[config.mk]
export PLATFORM = sky130hd
export DESIGN_NAME = pc_ir_unit_flat
export DESIGN_NICKNAME = d
export VERILOG_FILES = /design/src/rtl/pc_ir_unit_pkg.sv /design/src/rtl/pc_ir_unit_if.sv /design/src/rtl/pc_ir_unit_npc_mux.sv /design/src/rtl/pc_ir_unit.sv /design/src/flat_wrapper.sv
export SDC_FILE = /design/constraint.sdc
export NUM_CORES = 1
export LEC_CHECK = 0
export CORE_UTILIZATION = 41
export CTS_BUF_LIST = sky130_fd_sc_hd__clkbuf_8
export CTS_CLUSTER_SIZE = 12
export DETAILED_ROUTE_END_ITERATION = 8
export GPL_TIMING_DRIVEN = 0
export HOLD_SLACK_MARGIN = 0.08
export MAX_ROUTING_LAYER = met4
export PLACE_DENSITY = 0.83
export SYNTH_ARGS = -nofsm -noshare
export SYNTH_HDL_FRONTEND = slang
export SYNTH_SLANG_ARGS = --single-unit
[constraint.sdc]
create_clock -name clk -period 1.5 [get_ports clk]
set_input_delay 0.225 -clock clk [delete_from_list [all_inputs] [get_ports clk]]
set_output_delay 0.225 -clock clk [all_outputs]
set_load 0.02 [all_outputs]
[src/rtl/pc_ir_unit_pkg.sv]
// pc_ir_unit_pkg: shared control definitions for the PC/IR datapath slice
package pc_ir_unit_pkg;
    localparam logic [31:0] PC_RESET = 32'h0000_3000;
    localparam logic [31:0] NOP = 32'h0000_0000;
    typedef enum logic [1:0] {
        PCSRC_SEQ = 2'b00,
        PCSRC_ALUOUT = 2'b01,
        PCSRC_JUMP = 2'b10,
        PCSRC_RSVD = 2'b11
    } pcsrc_e;
    typedef enum logic [3:0] {
        ALU_ADD, ALU_SUB, ALU_AND, ALU_OR, ALU_XOR, ALU_NOR,
        ALU_SLT, ALU_SLTU, ALU_SLL, ALU_SRL, ALU_SRA, ALU_LUI
    } aluop_e;
    typedef enum logic [1:0] {EXT_ZERO, EXT_SIGN, EXT_LUI} extop_e;
    function automatic logic [31:0] jump_target(input logic [3:0] pc_hi, input logic [25:0] idx);
        return {pc_hi, idx, 2'b00};
    endfunction
endpackage

[src/rtl/pc_ir_unit_if.sv]
// pc_ir_if: ctrl/datapath signals feeding the PC/IR unit and the state it exposes
interface pc_ir_if;
    logic        PCWrite;
    logic        PCWriteCond;
    logic [1:0]  PCSrc;
    logic        IRWrite;
    logic [31:0] alu_result;
    logic        alu_zero;
    logic [31:0] mem_rdata;
    logic [31:0] currentPC;
    logic [31:0] instr;
    logic [31:0] alu_out;
    logic        pc_err;
    logic [31:0] instr_count;
    modport master (
        output PCWrite, PCWriteCond, PCSrc, IRWrite, alu_result, alu_zero, mem_rdata,
        input  currentPC, instr, alu_out, pc_err, instr_count
    );
    modport slave (
        input  PCWrite, PCWriteCond, PCSrc, IRWrite, alu_result, alu_zero, mem_rdata,
        output currentPC, instr, alu_out, pc_err, instr_count
    );
endinterface

[src/rtl/pc_ir_unit_npc_mux.sv]
// npc_mux: next-PC selection plus legality (reserved select or misaligned target)
import pc_ir_unit_pkg::*;
module npc_mux (
    input  logic [1:0]  pc_src,
    input  logic [31:0] alu_result,
    input  logic [31:0] alu_out,
    input  logic [31:0] current_pc,
    input  logic [25:0] jump_index,
    output logic [31:0] next_pc,
    output logic        npc_illegal
);
    always_comb begin
        next_pc = pc_src == PCSRC_SEQ    ? alu_result :
                  pc_src == PCSRC_ALUOUT ? alu_out :
                  pc_src == PCSRC_JUMP   ? jump_target(current_pc[31:28], jump_index) :
                                           current_pc;
        npc_illegal = pc_src == PCSRC_RSVD || next_pc[1:0] != 2'b00;
    end
endmodule

[src/rtl/pc_ir_unit.sv]
// pc_ir_unit: PC, IR and ALUOut registers of a multicycle CPU with illegal-update detection
import pc_ir_unit_pkg::*;
module pc_ir_unit (
    input  logic   clk,
    input  logic   rst_n,
    pc_ir_if.slave bus
);
    logic [31:0] pc_q, instr_q, alu_out_q, cnt_q, next_pc;
    logic        err_q, npc_illegal, pc_we;
    assign pc_we = bus.PCWrite | (bus.PCWriteCond & bus.alu_zero);
    npc_mux u_npc (
        .pc_src      (bus.PCSrc),
        .alu_result  (bus.alu_result),
        .alu_out     (alu_out_q),
        .current_pc  (pc_q),
        .jump_index  (instr_q[25:0]),
        .next_pc     (next_pc),
        .npc_illegal (npc_illegal)
    );
    always_ff @(posedge clk or negedge rst_n) begin
        if (!rst_n) begin
            pc_q      <= PC_RESET;
            instr_q   <= NOP;
            alu_out_q <= '0;
            err_q     <= 1'b0;
            cnt_q     <= '0;
        end else begin
            // an illegal target leaves the PC alone and latches the error
            if (pc_we && !npc_illegal) pc_q <= next_pc;
            if (pc_we && npc_illegal) err_q <= 1'b1;
            if (bus.IRWrite) begin
                instr_q <= bus.mem_rdata;
                cnt_q   <= cnt_q + 32'd1;
            end
            alu_out_q <= bus.alu_result;
        end
    end
    assign bus.currentPC   = pc_q;
    assign bus.instr       = instr_q;
    assign bus.alu_out     = alu_out_q;
    assign bus.pc_err      = err_q;
    assign bus.instr_count = cnt_q;
endmodule

[src/flat_wrapper.sv]
// flat-port wrapper written by rule: the top's interface ports become plain ports
module pc_ir_unit_flat 
  (clk, rst_n, bus_PCWrite, bus_PCWriteCond, bus_PCSrc, bus_IRWrite, bus_alu_result, bus_alu_zero, bus_mem_rdata, bus_currentPC, bus_instr, bus_alu_out, bus_pc_err, bus_instr_count);
  pc_ir_if bus_i ();
  input  logic clk;
  input  logic rst_n;
  input wire logic [$bits(bus_i.PCWrite)-1:0] bus_PCWrite;
  input wire logic [$bits(bus_i.PCWriteCond)-1:0] bus_PCWriteCond;
  input wire logic [$bits(bus_i.PCSrc)-1:0] bus_PCSrc;
  input wire logic [$bits(bus_i.IRWrite)-1:0] bus_IRWrite;
  input wire logic [$bits(bus_i.alu_result)-1:0] bus_alu_result;
  input wire logic [$bits(bus_i.alu_zero)-1:0] bus_alu_zero;
  input wire logic [$bits(bus_i.mem_rdata)-1:0] bus_mem_rdata;
  output wire logic [$bits(bus_i.currentPC)-1:0] bus_currentPC;
  output wire logic [$bits(bus_i.instr)-1:0] bus_instr;
  output wire logic [$bits(bus_i.alu_out)-1:0] bus_alu_out;
  output wire logic [$bits(bus_i.pc_err)-1:0] bus_pc_err;
  output wire logic [$bits(bus_i.instr_count)-1:0] bus_instr_count;
  assign bus_i.PCWrite = bus_PCWrite;
  assign bus_i.PCWriteCond = bus_PCWriteCond;
  assign bus_i.PCSrc = bus_PCSrc;
  assign bus_i.IRWrite = bus_IRWrite;
  assign bus_i.alu_result = bus_alu_result;
  assign bus_i.alu_zero = bus_alu_zero;
  assign bus_i.mem_rdata = bus_mem_rdata;
  assign bus_currentPC = bus_i.currentPC;
  assign bus_instr = bus_i.instr;
  assign bus_alu_out = bus_i.alu_out;
  assign bus_pc_err = bus_i.pc_err;
  assign bus_instr_count = bus_i.instr_count;
  pc_ir_unit u_core (.clk(clk), .rst_n(rst_n), .bus(bus_i));
endmodule
==> reports/qor_table.md, run 1 <==
| Step | Result | This run |
|---|---|---|
| power | Net switching share of the total power | 31.8% |
| cells and area | Post-layout net count | 745 |
| power | Switching power | 2.95 mW |
| cts | Largest buffer count on any clock path | 2 |
| global routing | Vias in the first global route | 4481 |
| die | Horizontal die dimension | 115 um |
| power | Logic gate share of total power | 25.5% |
| hold path | Startpoint of the worst hold path | bus_alu_result[1] |
| timing | Share of the clock period used by the worst path after layout | 101% |
| placement | Sum of net half-perimeters after detailed placement | 10.1 mm |
| cts | Sinks on Clock Net | 129 |
| cells and area | Layout Utilization | 64.5% |
| global routing | Total gr overflow | 0 |
| cts | Number of buffers added by the clock tree synthesis step | 17 |
| die | Initial Util | 41.9% |
| detailed routing | Number of vias in the routed layout | 4240 |
| worst setup path | Cell type of the slowest stage on the worst timing path | sky130_fd_sc_hd__dfrtp_2 |
| die | Count of boundary I/O pins | 201 |
| worst setup path | Worst Setup End Kind | flip-flop |
| power | Total power density per cell area | 1140 nW/um2 |
| detailed routing | Antenna-violating nets left | 0 |
| die | Die area | 13300 um2 |
| timing | Time the worst path needs with I/O delays and setup | 1520 ps |
| logic synthesis | Post-synthesis cell count | 426 |
| logic synthesis | Combined area of all synthesized cells | 5270 um2 |
| power | Part of the power in the clock network | 29.4% |
| timing | Final setup vio count | 5 |
| timing | RSZ-0062 raised after global routing | yes |
| timing | Slew at the pin with the worst max-slew slack | 618 ps |
| logic synthesis | Number of enable flip-flop cells after synthesis | 0 |
| power | Sequential share of power | 45.2% |
| detailed routing | Final routed wire length divided by cell count | 16.9 um |
| timing | Timing-limited maximum frequency | 0.659 GHz |
| die | Die height | 115 um |
| cells and area | Share of final-layout standard cells stronger than drive strength 1 | 25.7% |
| worst setup path | Critical path startpoint | u_core.bus.instr_count[1] |
| global routing | Gr usage total | 23.6% |
| hold path | Worst min-delay path class | in2reg |
| detailed routing | Drt pass-1 iters | 4 |
| logic synthesis | Yosys warning count | 0 |
| power | Design internal power | 6.33 mW |
| worst setup path | Worst flop-to-flop path startpoint | u_core.bus.instr_count[1] |
| worst setup path | Cells traversed along the worst timing path | ha_4 > inv_1 > nor3_4 > buf_6 > nand4_1 > xnor2_1 |
| cts | Number of levels the H-tree was split into | 4 |
| power | Static leakage | 3.73 nW |
| power | Maximum VDD drop | 0.800 mV |
| die | Rows | 41 |
| cts | Root cell of the clock tree | sky130_fd_sc_hd__clkbuf_8 |
| die | Core Box Area | 12600 um2 |
| placement | Final estimated routing congestion in global placement | 0.848 |
| cells and area | Most frequent cells in the layout | sky130_fd_sc_hd__dfrtp_1, sky130_fd_sc_hd__dlygate4sd2_1, sky130_fd_sc_hd__clkdlybuf4s50_1 |
| worst setup path | Crit path max-delay family | flip-flops |
| cts | Clock transition at path regs | 80 ps |
| placement | Pre-CTS setup slack | -754 ps |
| detailed routing | Via count normalized by instance count | 4.95 |
| logic synthesis | Distinct cell type count after synthesis | 32 |
| worst setup path | WP buf/inv | 2 |
| worst setup path | Highest cell delay on the worst timing path | 430 ps |
| detailed routing | DRT Wirelength | 14.5 mm |
| logic synthesis | Syn Nets | 499 |
| worst setup path | Arrival time of the worst setup path | 1880 ps |
| timing | Relative slew margins | 58.8% |
| logic synthesis | FFs w/ async S/R, synth | 100% |
| timing | Max-slew violations | 0 |
| worst setup path | Req. time, crit path | 1870 ps |
| cts | CTS tree | done |
| timing | Post-Route Setup TNS | -51.5 ps |
| cts | Insertion delay of the later-clocked pin in the worst-skew pair | 450 ps |
| worst setup path | Maximum fanout encountered on the critical timing path | 6 |
| global routing | First-pass GRT wire length | 22.7 mm |
| worst setup path | Type of origin of the critical path | flip-flop |
| flow run | Max-capacitance violation count | 0 |
| worst setup path | Crit Path Class | reg2reg |
| logic synthesis | Post-synthesis sequential element count | 129 |
| detailed routing | Initial drt markers | 214 |
| cells and area | Layout-stage area growth over the synthesis result | 53.9% |
| timing | Max Clock Skew | 11.4 ps |
| global routing | Maximum number of pins on one net before global-route repair | 67 |
| outcome | Violations in the final reports | setup timing |
| outcome | Outcome | finished, violations left |
| logic synthesis | Mean Syn Cell Area | 12.4 um2 |
| timing | Fin worst setup slack | -17.6 ps |
| timing | Number of failing hold endpoints at the final stage | 0 |
| cells and area | Most common cell after layout, fill and taps aside | sky130_fd_sc_hd__dfrtp_1 |
| placement | I/O Buffers | 199 |
| global routing | Initial antenna violation count | 0 |
| detailed routing | Number of remaining DRC errors | 0 |
| logic synthesis | Most used flip-flop cell after synthesis | sky130_fd_sc_hd__dfrtp_1 |
| cells and area | Inserted Diodes | 0 |
| logic synthesis | Seq/Total Area, Yosys | 61.3% |
[power groups by stage]
| stage | sequential (mW) | clock, mW | combinational, mW |
|---|---|---|---|
| floorplan | 4.71 | 0 | 0.648 |
| global placement | 4.24 | 0 | 2.32 |
| detailed placement | 4.26 | 0 | 2.39 |
| CTS | 4.16 | 2.79 | 2.28 |
| global route | 4.25 | 2.96 | 2.53 |
| finish | 4.19 | 2.72 | 2.36 |
[worst reg2reg max path, stage by stage (launching register included)]
cell                      delay (ps)
sky130_fd_sc_hd__dfrtp_2         430
sky130_fd_sc_hd__ha_4            170
sky130_fd_sc_hd__inv_1            70
sky130_fd_sc_hd__nor3_4          280
sky130_fd_sc_hd__buf_6           170
sky130_fd_sc_hd__nand4_1         110
sky130_fd_sc_hd__xnor2_1         210
[sequential cells by signal, summed over array words and instances, names as in the netlist]
| name | cells |
|---|---|
| u_core.bus.instr | 32 |
| u_core.bus.instr_count | 32 |
| u_core.bus.currentPC | 32 |
| u_core.bus.alu_out | 32 |
| u_core.bus.pc_err | 1 |
[cells by family (layout without fill, tap and decap cells)]
logic type      after synthesis  count (layout)  synth area share [%]
flops                       129             129                  61.3
compound gates               63              63                  7.55
simple gates                115             115                  10.4
xor+xnor                     31              31                  5.15
buf+inv                      24             283                  2.54
mux                          63              63                  12.8
fa+ha+maj                     1               1                 0.237
[repair_timing]
action	4_1_cts	5_1_grt
resized for setup	162	52
setup endpoints to repair	208	65
setup buffers	10	14
cloned	2	1
hold endpoints to repair	62	0
hold buffers	1	0
pin swaps	6	19
[synthesized netlist by cell type, types with 3 or more instances]
library cell               number  area, um2
sky130_fd_sc_hd__a21oi_1       40        200
sky130_fd_sc_hd__a21oi_2       14        123
sky130_fd_sc_hd__and3_1         7       43.8
sky130_fd_sc_hd__and4_1         3       26.3
sky130_fd_sc_hd__buf_2         11       55.1
sky130_fd_sc_hd__buf_6          3       33.8
sky130_fd_sc_hd__clkbuf_1       6       22.5
sky130_fd_sc_hd__dfrtp_1      127       3180
sky130_fd_sc_hd__mux2_2        33        372
sky130_fd_sc_hd__mux2i_1       30        300
sky130_fd_sc_hd__nand2_1       12       45.0
sky130_fd_sc_hd__nand3_1       11       55.1
sky130_fd_sc_hd__nand4_1       16        100
sky130_fd_sc_hd__nor2_1        56        210
sky130_fd_sc_hd__nor2b_1        3       18.8
sky130_fd_sc_hd__o21ai_0        4       20.0
sky130_fd_sc_hd__xnor2_1       28        245
sky130_fd_sc_hd__xor2_1         3       26.3
[layout make-up]
type	instances	area, um2
Tap cell	172	215
Buffer	21	176
Fill cell	1015	4460
Multi-Input combinational cell	273	2010
Clock inverter	13	98.8
Sequential cell	129	3240
Inverter	2	7.51
Clock buffer	19	262
Timing Repair Buffer	228	2100
[metal layers]
layer / vias to the layer above / routed length, um / share of wire (%) / track usage [%]
met5: - / 0 / 0 / -
met4: 0 / 374 / 2.6 / 11.1
met3: 33 / 825 / 5.7 / 6.27
met2: 143 / 7190 / 50 / 36.6
met1: 2090 / 6130 / 42 / 28.5
li1: 1974 / - / - / -
[final timing paths]
path	endpoint	slack, ps	depth (start not counted)
worst min register to register	u_core.bus.pc_err	480	1
worst max register to register	u_core.bus.instr_count[28]	-20	6
min in group asynchronous	u_core.bus.instr_count[4]	330	2
worst max-delay path	u_core.bus.instr_count[28]	-20	6
worst min-delay path	u_core.bus.alu_out[1]	230	1
max in group asynchronous	u_core.bus.currentPC[13]	380	3
[through the flow]
step	std cells	power, mW	hold WS (ps)	area (um2)
floorplan	426	5.36	-70.6	5300
detailed placement	798	6.65	259	7540
finish	857	9.28	233	8110
global placement	797	6.56	461	7510
global route	857	9.73	219	8110
CTS	843	9.23	201	7940
(Power assumes the default switching activity.)
==> run 2: changes to the inputs <==
CTS_CLUSTER_DIAMETER = 100   (was unset)
==> results of run 2 <==
No change in the layout: final DEF, timing and power equal those of run 1.
